[config.mk]
export PLATFORM = sky130hd
export DESIGN_NAME = hall_call_encoder
export DESIGN_NICKNAME = d
export VERILOG_FILES = /design/src/rtl/hall_call_encoder.sv
export SDC_FILE = /design/constraint.sdc
export NUM_CORES = 1
export LEC_CHECK = 0
export ABC_AREA = 1
export BUFFER_PORTS_ARGS = -buffer_cell sky130_fd_sc_hd__buf_2
export CORE_MARGIN = 3
export CORE_UTILIZATION = 50
export DETAILED_ROUTE_END_ITERATION = 6
export PLACE_DENSITY = 0.69
export RECOVER_POWER = 100
export REMOVE_ABC_BUFFERS = 1
export SYNTH_ARGS = -nofsm -noshare
export SYNTH_HDL_FRONTEND = slang
export SYNTH_SLANG_ARGS = --single-unit
[constraint.sdc]
create_clock -name clk -period 10.9 [get_ports clk]
set_clock_uncertainty 0.15 [all_clocks]
set_input_delay 2.18 -clock clk [delete_from_list [all_inputs] [get_ports clk]]
set_output_delay 2.18 -clock clk [all_outputs]
set_load 0.05 [all_outputs]
[src/rtl/hall_call_encoder.sv]
// Hall-call encoder: captures six hall buttons, latches lamps, and sends each new
// call once as a 3-bit code on din. Define HALL_DEBOUNCE_EN for 4-cycle button debounce.
module hall_call_encoder #(
    parameter int unsigned HOLD_CYCLES = 2,
    parameter int unsigned GAP_CYCLES  = 1
) (
    input  logic       clk,
    input  logic       rst,
    input  logic [5:0] btn,
    input  logic       arrive,
    input  logic [1:0] arrive_floor,
    input  logic       arrive_dir,
    output logic [2:0] din,
    output logic [5:0] lamp,
    output logic       busy
);

    typedef enum logic [1:0] {IDLE, SEND, GAP} state_t;

    state_t     state_q, state_d;
    logic [3:0] cnt_q, cnt_d;
    logic [2:0] din_q, din_d;
    logic [2:0] ptr_q, ptr_d;
    logic [5:0] lamp_q, lamp_d;
    logic [5:0] pend_q, pend_d;
    logic [5:0] q1_q;
    logic [5:0] rise, clr, avail, take;
    logic       sel_vld;
    logic [2:0] sel_idx;

    function automatic logic [2:0] code_of(input logic [2:0] idx);
        case (idx)
            3'd0:    code_of = 3'b001;
            3'd1:    code_of = 3'b010;
            3'd2:    code_of = 3'b011;
            3'd3:    code_of = 3'b110;
            3'd4:    code_of = 3'b111;
            3'd5:    code_of = 3'b100;
            default: code_of = 3'b000;
        endcase
    endfunction

`ifdef HALL_DEBOUNCE_EN
    // Saturates at 4 so a held button produces exactly one rise per press.
    logic [5:0][2:0] db_q, db_d;

    always_comb begin
        db_d = '0;
        rise = '0;
        for (int i = 0; i < 6; i++) begin
            db_d[i] = !q1_q[i] ? 3'd0 : (db_q[i] == 3'd4 ? 3'd4 : db_q[i] + 3'd1);
            rise[i] = q1_q[i] && (db_q[i] == 3'd3);
        end
    end

    always_ff @(posedge clk or posedge rst) begin
        if (rst) db_q <= '0;
        else     db_q <= db_d;
    end
`else
    logic [5:0] q2_q;

    assign rise = q1_q & ~q2_q;

    always_ff @(posedge clk or posedge rst) begin
        if (rst) q2_q <= '0;
        else     q2_q <= q1_q;
    end
`endif

    always_comb begin
        clr = '0;
        if (arrive) begin
            case (arrive_floor)
                2'd0: clr[0] = 1'b1;
                2'd1: clr[arrive_dir ? 3 : 1] = 1'b1;
                2'd2: clr[arrive_dir ? 4 : 2] = 1'b1;
                default: clr[5] = 1'b1;
            endcase
        end
    end

    // Calls cleared this cycle are excluded so a cancelled call is never picked.
    assign avail = pend_q & ~clr;

    always_comb begin
        sel_vld = 1'b0;
        sel_idx = '0;
        for (int k = 0; k < 6; k++) begin
            if (!sel_vld && avail[(int'(ptr_q) + k) % 6]) begin
                sel_vld = 1'b1;
                sel_idx = 3'((int'(ptr_q) + k) % 6);
            end
        end
    end

    always_comb begin
        state_d = state_q;
        cnt_d   = cnt_q;
        din_d   = '0;
        ptr_d   = ptr_q;
        take    = '0;
        case (state_q)
            IDLE: begin
                if (sel_vld) begin
                    state_d       = SEND;
                    cnt_d         = 4'(HOLD_CYCLES - 1);
                    din_d         = code_of(sel_idx);
                    ptr_d         = (sel_idx == 3'd5) ? 3'd0 : sel_idx + 3'd1;
                    take[sel_idx] = 1'b1;
                end
            end
            SEND: begin
                if (cnt_q == '0) begin
                    state_d = GAP;
                    cnt_d   = 4'(GAP_CYCLES - 1);
                end else begin
                    cnt_d = cnt_q - 4'd1;
                    din_d = din_q;
                end
            end
            default: begin
                if (cnt_q == '0) state_d = IDLE;
                else             cnt_d   = cnt_q - 4'd1;
            end
        endcase
    end

    assign lamp_d = (lamp_q | rise) & ~clr;
    assign pend_d = (pend_q | (rise & ~lamp_q)) & ~clr & ~take;

    always_ff @(posedge clk or posedge rst) begin
        if (rst) begin
            state_q <= IDLE;
            cnt_q   <= '0;
            din_q   <= '0;
            ptr_q   <= '0;
            lamp_q  <= '0;
            pend_q  <= '0;
            q1_q    <= '0;
        end else begin
            state_q <= state_d;
            cnt_q   <= cnt_d;
            din_q   <= din_d;
            ptr_q   <= ptr_d;
            lamp_q  <= lamp_d;
            pend_q  <= pend_d;
            q1_q    <= btn;
        end
    end

    assign din  = din_q;
    assign lamp = lamp_q;
    assign busy = (state_q != IDLE) | (|pend_q);

endmodule

## Word-level counts from Yosys, hierarchy flattened

Cells that the tools add are included.
Widths: inputs -> output; s select.

| word-level totals | value |
|---|---|
| logic and storage cells | 137 |
| register bits after elaboration | 36 |
| input bits | 12 |

| cells by class | value |
|---|---|
| add/sub/neg operators | 7 |
| eq/ne operators | 11 |
| bitwise operators | 13 |
| muxes and demuxes | 57 |
| magnitude comparators | 12 |
| reductions and logical operators | 23 |
| div/mod/pow operators | 6 |

Operators by type and width:

| cell | count |
|---|---|
| $lt 32x5->1 const B | 6 |
| $mod 32x4->32 const B | 5 |
| $and 6x6->6 | 6 |
| $mod 4x4->32 const B | 1 |
| $mux 3 | 10 |
| $not 6->6 | 4 |
| $mux 1 | 21 |
| $bmux 1 s3 | 6 |
| $mux 6 | 3 |
| $pmux 3 s6 | 1 |
| $pmux 4 s2 | 2 |
| $mux 4 | 3 |
| $or 6x6->6 | 2 |
| $demux 1 s3 | 3 |
| $add 3x2->4 const B | 2 |
| $add 3x3->4 const B | 2 |
| $logic_and 1x1->1 | 8 |
| $lt 3x4->1 const B | 2 |
| $mux 2 | 4 |
| $eq 3x2->1 const B | 2 |
| $eq 3x3->1 const B | 2 |
| $ge 3x1->1 const B | 2 |
| $pmux 1 s3 | 2 |
| $pmux 3 s2 | 1 |
| 20 further kinds | 29 |

## Depth between registers and ports, before layout

Gate-level depths: netlist of the first run.

| depth | value |
|---|---|
| depth after elaboration | 36 |
| gate-level depth with buffers | 30 |
| mapped depth without buffers | 29 |

## Worst setup path before layout of the first run

No wires, ideal clock.

| timing | value |
|---|---|
| path kind | in2reg |
| start point | input arrive_floor[0] |
| end point | register ptr_q[2] |
| library setup time | 0.076 ns |
| arrival | 4.451 ns |
| stages | 17 |
| path buffers | 0 |
| data required time | 10.674 ns |
| setup slack | 6.222 ns |
| cells stage by stage | inv_1 ha_1 nand4_1 nand3_1 nand3_1 a21oi_4 a21boi_2 nand3_1 nand2_1 nand3_1 nor2_2 inv_2 nand2_2 inv_1 ha_1 or2_2 o21ai_1 |

| between the ends | value |
|---|---|
| longest elaborated chain between the ends | 26 |
| elaborated cells between the ends (all ways) | 53 |
| classes of those cells | 1 x add/sub; 3 x eq/ne; 35 x mux; 2 x bitwise; 12 x reduce/logical |

RTL lines:

| what | line | RTL |
|---|---|---|
| start: declaration | 11 | `input logic [1:0] arrive_floor,` |
| $eq 2x2->1 (tied with other cells) | 74 | `case (arrive_floor)` |
| $pmux 1 s3 / $pmux 4 s2 (equally long branches) | 74 |  |
| $mux 6 * | 73 | `if (arrive) begin` |
| $not 6->6 * | 84 | `assign avail = pend_q & ~clr;` |
| $and 6x6->6 * | 84 |  |
| $bmux 1 s3 | 90 | `if (!sel_vld && avail[(int'(ptr_q) + k) % 6]) begin` |
| $mux 1 (implied by the code) (2 in a row) | 90 |  |
| $mux 1 | 90 |  |
| [... 9 more ...] | n/a |  |
| $logic_not 1->1 | 90 |  |
| $logic_and 1x1->1 | 90 |  |
| $mux 1 | 90 |  |
| $logic_not 1->1 | 90 |  |
| $logic_and 1x1->1 | 90 |  |
| $mux 3 | 90 |  |
| $add 3x1->3 / $eq 3x3->1 (equally long branches) | 109 | `ptr_d = (sel_idx == 3'd5) ? 3'd0 : sel_idx + 3'd1;` |
| $mux 3 | 109 |  |
| end signal: assignment | 145 | `ptr_q <= ptr_d;` |
| end: declaration | 23 | `logic [2:0] ptr_q, ptr_d;` |

Mark *: on every way between the ends. The rest lies on a longest branch, timed or not. The select of a mux whose other input is x is not followed.
A chain may end at the register's enable or synchronous reset.

## Worst setup path after layout of the first run

Ends and elaborated chain as after synthesis.

==> results of run 1 <==
==> worst max-delay path, stage by stage <==
cell and delay [ns]:
clkbuf_1 0.12, inv_1 0.08, ha_1 0.31, nand4_1 0.16, nand3_1 0.11, nand2_1 0.12
nand2_2 0.09, nand3_1 0.13, nand2_1 0.17, nand3_4 0.08, nor2_1 0.28, nand3_1 0.15
nor2_1 0.14, nor2_2 0.08, inv_2 0.07, nand2_2 0.05, inv_1 0.05, ha_1 0.20
or2_2 0.28, o21ai_1 0.13
==> synthesized netlist by cell type <==
library cell	count	area, µm²
inv_2	8	30.03
nor4_1	1	6.260
xor2_1	2	17.52
o21a_1	1	7.510
o211ai_1	1	7.510
o21ai_1	3	15.01
and2_4	1	8.760
o21bai_1	1	7.510
inv_4	1	6.260
a31oi_1	1	6.260
nand4_1	6	37.54
a21boi_0	1	7.510
o21ai_0	14	70.07
nand2_2	13	81.33
a21boi_2	1	11.26
nand3_1	44	220.2
nor2_1	13	48.80
buf_4	1	7.510
o21bai_2	1	11.26
a21oi_1	10	50.05
or2_2	1	6.260
nand3b_1	2	15.01
dfrtp_1	36	900.9
a21oi_4	2	32.53
nand3_2	6	60.06
or2_0	1	6.260
inv_1	48	180.2
nor3_1	4	20.02
nand2_1	85	319.1
nand2_4	8	90.09
and3_1	1	6.260
a21boi_1	1	7.510
ha_1	17	212.7
nor2_4	3	33.78
buf_6	1	11.26
nor2_2	4	25.02
nand3_4	1	17.52
==> through the flow <==
stage                     worst slack, ns  utilization [%]  cells  hold WS [ns]  cell area, µm²
final                               5.960            57.31    440        0.2231            2796
after global routing                5.622            57.31    440        0.2384            2796
after CTS                           6.127            58.90    440        0.2236            2874
after detailed placement            5.835            56.97    432        0.2089            2780
after global placement              5.883            56.97    432        0.2065            2780
after floorplan                     6.217                -    343        0.2037            2584
==> flip-flops by register name, indices dropped and copies added, names as in the netlist <==
name,count
lamp,6
pend_q,6
ptr_q,3
din,3
q2_q,6
q1_q,6
cnt_q,4
state_q,2
==> worst min path at each step <==
stage	start	endpoint	slack, ns	depth (start not counted)
floorplan	q1_q[2]	q2_q[2]	0.20	0
global placement	q1_q[1]	q2_q[1]	0.21	0
detailed placement	q1_q[1]	q2_q[1]	0.21	0
CTS	q1_q[1]	q2_q[1]	0.22	0
global route	q1_q[1]	q2_q[1]	0.24	0
finish	q1_q[1]	q2_q[1]	0.22	0
==> layer usage <==
layer,part of all wire (%),wire [µm],vias to the layer above
li1,-,-,1156
met1,47,2561,1014
met2,49,2687,45
met3,3.1,172,7
met4,1.4,78,0
met5,0,0,-
==> cells by family after synthesis <==
kind of cell | Yosys count | synth area share (%)
adder cells (fa/ha/maj) | 17 | 8.173
AO/OA/AOI/OAI | 37 | 8.991
AND/OR/NAND/NOR | 194 | 38.51
flip-flops | 36 | 34.62
buffers and inverters | 59 | 9.039
XOR/XNOR | 2 | 0.6732
==> cell usage in the layout, fill, tap and decap left out, drive strengths merged, types with 3 or more instances in the layout <==
cell	instances
clkbuf	19
buf	10
o21ai	17
ha	17
nor2	20
a21oi	12
nor3	4
a21boi	3
inv	57
nand4	6
nand2	106
nand3	51
dfrtp	36
==> final cells by class <==
cell class | instances | area (µm²) | area share (%)
Inverter | 57 | 216.5 | 7.741
Timing Repair Buffer | 22 | 95.09 | 3.400
Sequential cell | 36 | 900.9 | 32.21
Clock inverter | 1 | 7.507 | 0.2685
Tap cell | 67 | 83.83 | 2.998
Clock buffer | 7 | 86.33 | 3.087
Multi-Input combinational cell | 250 | 1406 | 50.29
==> impl_metrics.toml, run 1 <==
[status]
status = "complete, but fails checks"
violations = "max-capacitance violations, max-slew violations"

[routing]
drc_errors = 0
num_vias = 2222
via_per_inst = 5.050
wl_per_cell_um = 12.50
firstDrtPassIters = 4
initialDrtViolationCount = 136
totalWireLength_um = 5501
drtAntennaViolNets = 0

[logic_synthesis]
synth_cells = 345
avgSynthCellArea_um2 = 7.543
ys_ff_latch = 36
synth.cell_area_um2 = 2602
ys_types = 37
yosysSeqAreaShare_pct = 34.62
ys_warn_count = 0

[floorplan]
die_x_um = 78.15
num_rows = 25
core_area_um2 = 4880
fp.dieH_um = 78.15
io_pins = 22
die_area_um2 = 6107
start_util_pct = 53.33

[clocking]
clkTransAtPathRegs_ns = 0.08
hold_buffers = 0
cts_tree = "done"
h-tree-depth = 2
cts_root_buf = "clkbuf_8"
post-cts-setup-buffer-count = 0
cts_resized = 0
clock_sinks = 36
cts.path.max_buffers = 2
clock_latency_ns = 0.29
cts_buffers = 5

[worst_setup_path]
endpoint = "ptr_q[2]"
crit_path_end_kind = "register"
cp_max_fo = 6
crit_arrival_ns = 5.01
start_kind = "input pin"
cp-startpoint = "arrive_floor[0]"
r2r_start = "ptr_q[0]"
r2r_setup_slack_ns = 6.61
r2r.worst_path.cells = 24
crit_type = "input pin to register"
r2r-end = "ptr_q[2]"
required_ns = 10.97

[sta]
tightestPinTransition_ns = 1.857
setup_viol = 0
maxSlewHeadroom_pct = -23.82
rsz0062_at_grt = "no"
min_period_ns = 4.940
hold_viol = 0
slew_viol_final = 37
min_period_over_period_pct = 45.32
clock.fmax_mhz = 202.4
finalSetupTns_ns = 0

[placement]
place_congestion = 0.8779
dpl.hpwl_um = 4304
io_buffer_count = 21

[global_routing]
grt_usage_pct = 19.85
busiest_layer = "met2"
grt_overflow = 0
grt_pass1_vias = 2222
use_met3_pct = 2.867
grt_pass1_wl_um = 9708
grt_max_degree = 37
use_met2_pct = 34.85
antenna_found_initial = 0
met1_usage_pct = 24.91

[final_layout]
filler_cell_count = 506
nets = 401
diodes = 0
synthToLayoutAreaGrowth_pct = 7.452
final_layout_size_suffix_gt1_share_pct = 14.48

[worst_hold_path]
min_path_type = "register to register"

[job]
maxCapViolations = 1
Power of run 1 is not shown: default switching activity piles up to over one toggle a cycle in this logic, so the estimate is an artifact.
==> inputs of run 2 (changes only) <==
--- a/config.mk
+++ b/config.mk
@@ -10,7 +10,7 @@
 export CORE_MARGIN = 3
 export CORE_UTILIZATION = 50
 export DETAILED_ROUTE_END_ITERATION = 6
-export PLACE_DENSITY = 0.69
+export PLACE_DENSITY = 0.71
 export RECOVER_POWER = 100
 export REMOVE_ABC_BUFFERS = 1
 export SYNTH_ARGS = -nofsm -noshare
==> constraint.sdc (replaced) <==
create_clock -name clk -period 4.4 [get_ports clk]
set_clock_uncertainty 0.15 [all_clocks]
set_input_delay 0.88 -clock clk [delete_from_list [all_inputs] [get_ports clk]]
set_output_delay 0.88 -clock clk [all_outputs]
set_load 0.05 [all_outputs]
==> run 2 against run 1 <==
Effect of this change:
- the flow now finishes without violations
- flip-flop and latch count stayed put
- sequential share of layout area is 0.36 points lower
- design area rose by 1.1%
- via count grew 0.86%
- highest routed layer unchanged
- non-clock buffer count stayed put
- largest cell class unchanged
==> impl_metrics.toml, run 2 (synthesis gave the netlist of run 1 again) <==
[sta]
clock.fmax_mhz = 252.2
hold_viol = 0
slew_viol_final = 0
min_period_over_period_pct = 90.11
min_period_ns = 3.965
fin_ws_ns = 0.4353
rsz0062_at_grt = "no"
finalSetupTns_ns = 0
maxSlewHeadroom_pct = 3.812
tightestPinTransition_ns = 1.443
setup_viol = 0

[global_routing]
grt_overflow = 0
grt_max_degree = 28
antenna_found_initial = 0
grt_pass1_vias = 2251
grt_usage_pct = 19.24
grt_pass1_wl_um = 9577

[worst_setup_path]
cp_max_fo = 14
cp-startpoint = "ptr_q[0]"
r2r_start = "ptr_q[0]"
required_ns = 4.46
start_kind = "register"
path_buf_inv = 4
cpMostUsedCell = "nand2_1"
crit_arrival_ns = 4.03
crit_path_end_kind = "register"
critical-path-slowest-cell = "dfrtp_1"
crit_type = "register to register"
critical_path.max_stage_delay_ns = 0.65
crit_family = "simple AND/OR/NAND/NOR gates"

[final_layout]
filler_cell_count = 493
final_cell_mix = "nand2_1 (88), inv_1 (49), nand3_1 (45)"
diodes = 0
nets = 401
synthToLayoutAreaGrowth_pct = 8.654
fin_area_um2 = 2828
final_layout_size_suffix_gt1_share_pct = 16.09
final_common_cell = "nand2_1"

[routing]
firstDrtPassIters = 4
num_vias = 2241
via_per_inst = 5.093
drc_errors = 0
totalWireLength_um = 5276
wl_per_cell_um = 11.99
initialDrtViolationCount = 128
drtAntennaViolNets = 0

[floorplan]
core_area_um2 = 4880
fp.dieH_um = 78.15
start_util_pct = 53.33
num_rows = 25
die_x_um = 78.15
io_pins = 22
die_area_um2 = 6107

[placement]
io_buffer_count = 21
placed_cell_area_um2 = 2780
place_congestion = 0.9307
pre_cts_slack_ns = 0.4313
dpl.hpwl_um = 4230

[clocking]
h-tree-depth = 2
cts_buffers = 5
cts.path.max_buffers = 2
clkTransAtPathRegs_ns = 0.07
cts_tree = "done"
cts_root_buf = "clkbuf_8"
cts_resized = 0
hold_buffers = 0
post-cts-setup-buffer-count = 0
clock_sinks = 36
clock_latency_ns = 0.28

[worst_hold_path]
min_path_type = "register to register"
hp-start = "q1_q[4]"

[job]
maxCapViolations = 0

[status]
status = "finished clean"
[run 2: changes by cell type in the layout (fill, tap and decap cells not counted), sizes merged]
cell and delta:
clkbuf +1, clkinvlp -1
[run 2: final timing paths]
check / to / slack, ns / cells after the start
worst max-delay path: ptr_q[2] / 0.44 / 25
worst min-delay path: q2_q[4] / 0.23 / 0
worst max register to register: ptr_q[2] / 0.44 / 25
worst min register to register: q2_q[4] / 0.23 / 0
max in group asynchronous: pend_q[2] / 2.06 / 3
min in group asynchronous: q1_q[5] / 0.40 / 2
[run 2: worst register-to-register path, cell delays in order (launching register included)]
cell     delay, ns
dfrtp_1       0.65
inv_2         0.21
ha_1          0.27
inv_1         0.05
nand2_1       0.05
and2_4        0.18
ha_1          0.26
nor2_1        0.10
nand3_1       0.07
nand2_1       0.09
nand3_1       0.14
nand2_2       0.13
nand2_1       0.07
nand2_1       0.06
nand2_1       0.06
nand2_2       0.08
nor2_4        0.06
nand3_2       0.10
nor2_2        0.05
nor2_2        0.20
inv_2         0.08
nand2_2       0.07
inv_1         0.05
ha_1          0.26
or2_2         0.29
o21ai_1       0.12
[run 2: area by class of cell]
cell class	count	area, µm²	share of cell area, %
Inverter	57	216.5	7.655
Timing Repair Buffer	22	95.09	3.363
Multi-Input combinational cell	250	1441	50.97
Clock buffer	8	90.09	3.186
Tap cell	67	83.83	2.965
Sequential cell	36	900.9	31.86
[run 2: metal layers]
metal / wire [µm] / track usage (%) / vias to the layer above
met2: 2627 / 34.85 / 44
met3: 152 / 2.408 / 8
li1: - / - / 1160
met5: 0 / 0 / -
met4: 73 / 6.294 / 0
met1: 2422 / 23.59 / 1029
[run 2: metrics by stage]
stage               std cells  utilization [%]  hold slack, ns
floorplan                 343                -          0.2037
global placement          432            56.97          0.2069
detailed placement        432            56.97          0.2117
CTS                       440            58.82          0.2261
global route              440            57.95          0.2408
finish                    440            57.95          0.2253
Power of run 2 is left out for the same reason.
==> inputs of run 3 (changes only) <==
--- a/config.mk
+++ b/config.mk
@@ -9,6 +9,7 @@
 export BUFFER_PORTS_ARGS = -buffer_cell sky130_fd_sc_hd__buf_2
 export CORE_MARGIN = 3
 export CORE_UTILIZATION = 50
+export CTS_CLUSTER_DIAMETER = 150
 export DETAILED_ROUTE_END_ITERATION = 6
 export PLACE_DENSITY = 0.71
 export RECOVER_POWER = 100
==> constraint.sdc (replaced) <==
create_clock -name clk -period 4.4 [get_ports clk]
set_clock_uncertainty 0.15 [all_clocks]
set_input_delay 1.1 -clock clk [delete_from_list [all_inputs] [get_ports clk]]
set_output_delay 1.1 -clock clk [all_outputs]
set_load 0.05 [all_outputs]
==> run 3 against run 2 <==
Effect of this change:
- routed wire length up 6.8%
- critical endpoint unchanged
- count of clock-buffer cells in the layout down 2
- worst hold slack about the same
==> impl_metrics.toml, run 3 (synthesis gave the netlist of run 1 again) <==
[worst_setup_path]
start_kind = "register"
r2r-end = "ptr_q[2]"
cpMostUsedCell = "nand2_1"
crit_type = "register to register"
crit_path_end_kind = "register"
r2r_start = "ptr_q[1]"
endpoint = "ptr_q[2]"
cp-startpoint = "ptr_q[1]"
critical_path.max_stage_delay_ns = 0.48
crit_arrival_ns = 4.06
r2r.worst_path.cells = 24
required_ns = 4.48
r2r_setup_slack_ns = 0.42
crit_chain = "inv_1, ha_1, a21oi_4, inv_1, ha_1, nor2_1, nand3_1, nand2_1, nand3_1, nand2_2, nand2_1, nand2_1, nand2_1, nand2_1, nor2_4, nand3_2, nor2_2, nor2_2, inv_2, nand2_2, inv_1, ha_1, or2_2, o21ai_1"
cp_max_fo = 6
critical-path-slowest-cell = "dfrtp_1"

[sta]
finalSetupTns_ns = 0
rsz0062_at_grt = "no"
hold_viol = 0
maxSlewHeadroom_pct = 29.61
min_period_over_period_pct = 90.55
min_period_ns = 3.984
setup_viol = 0
slew_viol_final = 0
clock.fmax_mhz = 251.0
tightestPinTransition_ns = 1.055
fin_ws_ns = 0.4158

[floorplan]
core_area_um2 = 4880
start_util_pct = 53.33
die_x_um = 78.15
fp.dieH_um = 78.15
io_pins = 22
die_area_um2 = 6107
num_rows = 25

[clocking]
hold_buffers = 0
clock_latency_ns = 0.29
h-tree-depth = 2
clkTransAtPathRegs_ns = 0.07
cts_root_buf = "clkbuf_8"
cts.path.max_buffers = 2
cts_resized = 0
clock_sinks = 36
cts_tree = "done"
post-cts-setup-buffer-count = 0
cts_buffers = 5

[final_layout]
diodes = 0
layoutNonFillerInstCount = 442
final_cell_mix = "nand2_1 (90), inv_1 (48), nand3_1 (45)"
synthToLayoutAreaGrowth_pct = 9.375
final_layout_size_suffix_gt1_share_pct = 16.00
final_common_cell = "nand2_1"
nets = 403

[status]
status = "finished clean"

[placement]
place_inst = 434
place_congestion = 0.9119
pre_cts_slack_ns = 0.3564
dpl.hpwl_um = 4393
io_buffer_count = 21

[global_routing]
grt_pass1_wl_um = 9839
grt_pass1_vias = 2199
grt_overflow = 0
grt_usage_pct = 20.18
antenna_found_initial = 0
grt_max_degree = 30

[routing]
firstDrtPassIters = 4
num_vias = 2222
drc_errors = 0
wl_per_cell_um = 12.75
totalWireLength_um = 5636
initialDrtViolationCount = 86
via_per_inst = 5.027
drtAntennaViolNets = 0

[worst_hold_path]
min_path_type = "register to register"

[job]
maxCapViolations = 0
run 3: metal layers:
| layer | vias to the layer above | track usage, % | share of wire [%] |
|---|---|---|---|
| met4 | 0 | 7.867 | 2.2 |
| li1 | 1164 | - | - |
| met2 | 35 | 34.33 | 48 |
| met1 | 1013 | 25.38 | 47 |
| met5 | - | 0 | 0 |
| met3 | 10 | 3.670 | 3.0 |
run 3: worst max-delay path: cells and delay by family, from the launching register on:
family                   cells  cell delay, ns
buffers and inverters        4            0.37
AO/OA/AOI/OAI                2            0.36
AND/OR/NAND/NOR             15            1.66
flip-flops                   1            0.48
adder cells (fa/ha/maj)      3            0.89
run 3: stage by stage:
| stage | util [%] | cell area (µm²) | hold WS [ns] |
|---|---|---|---|
| 3_5_place_dp | 57.28 | 2795 | 0.2123 |
| 2_1_floorplan | - | 2584 | 0.2037 |
| 4_1_cts | 59.49 | 2903 | 0.2284 |
| 3_3_place_gp | 57.28 | 2795 | 0.2071 |
| 5_1_grt | 58.33 | 2846 | 0.2436 |
| 6_report | 58.33 | 2846 | 0.2257 |
run 3: cell type report:
type,instances,area [µm²]
sequential,36,900.9
multi-input combinational,250,1431
tap,67,83.83
clock inverter,2,35.03
inverter,57,216.5
fill,475,2033
clock buffer,6,72.57
timing repair buffer,24,106.4
run 3: worst min path at each step:
stage / depth (start not counted) / from / slack, ns / endpoint
2_1_floorplan: 0 / q1_q[2] / 0.20 / q2_q[2]
3_3_place_gp: 0 / q1_q[2] / 0.21 / q2_q[2]
3_5_place_dp: 0 / q1_q[2] / 0.21 / q2_q[2]
4_1_cts: 0 / q1_q[2] / 0.23 / q2_q[2]
5_1_grt: 0 / q1_q[2] / 0.24 / q2_q[2]
6_report: 0 / q1_q[2] / 0.23 / q2_q[2]
Power of run 3 is left out for the same reason.
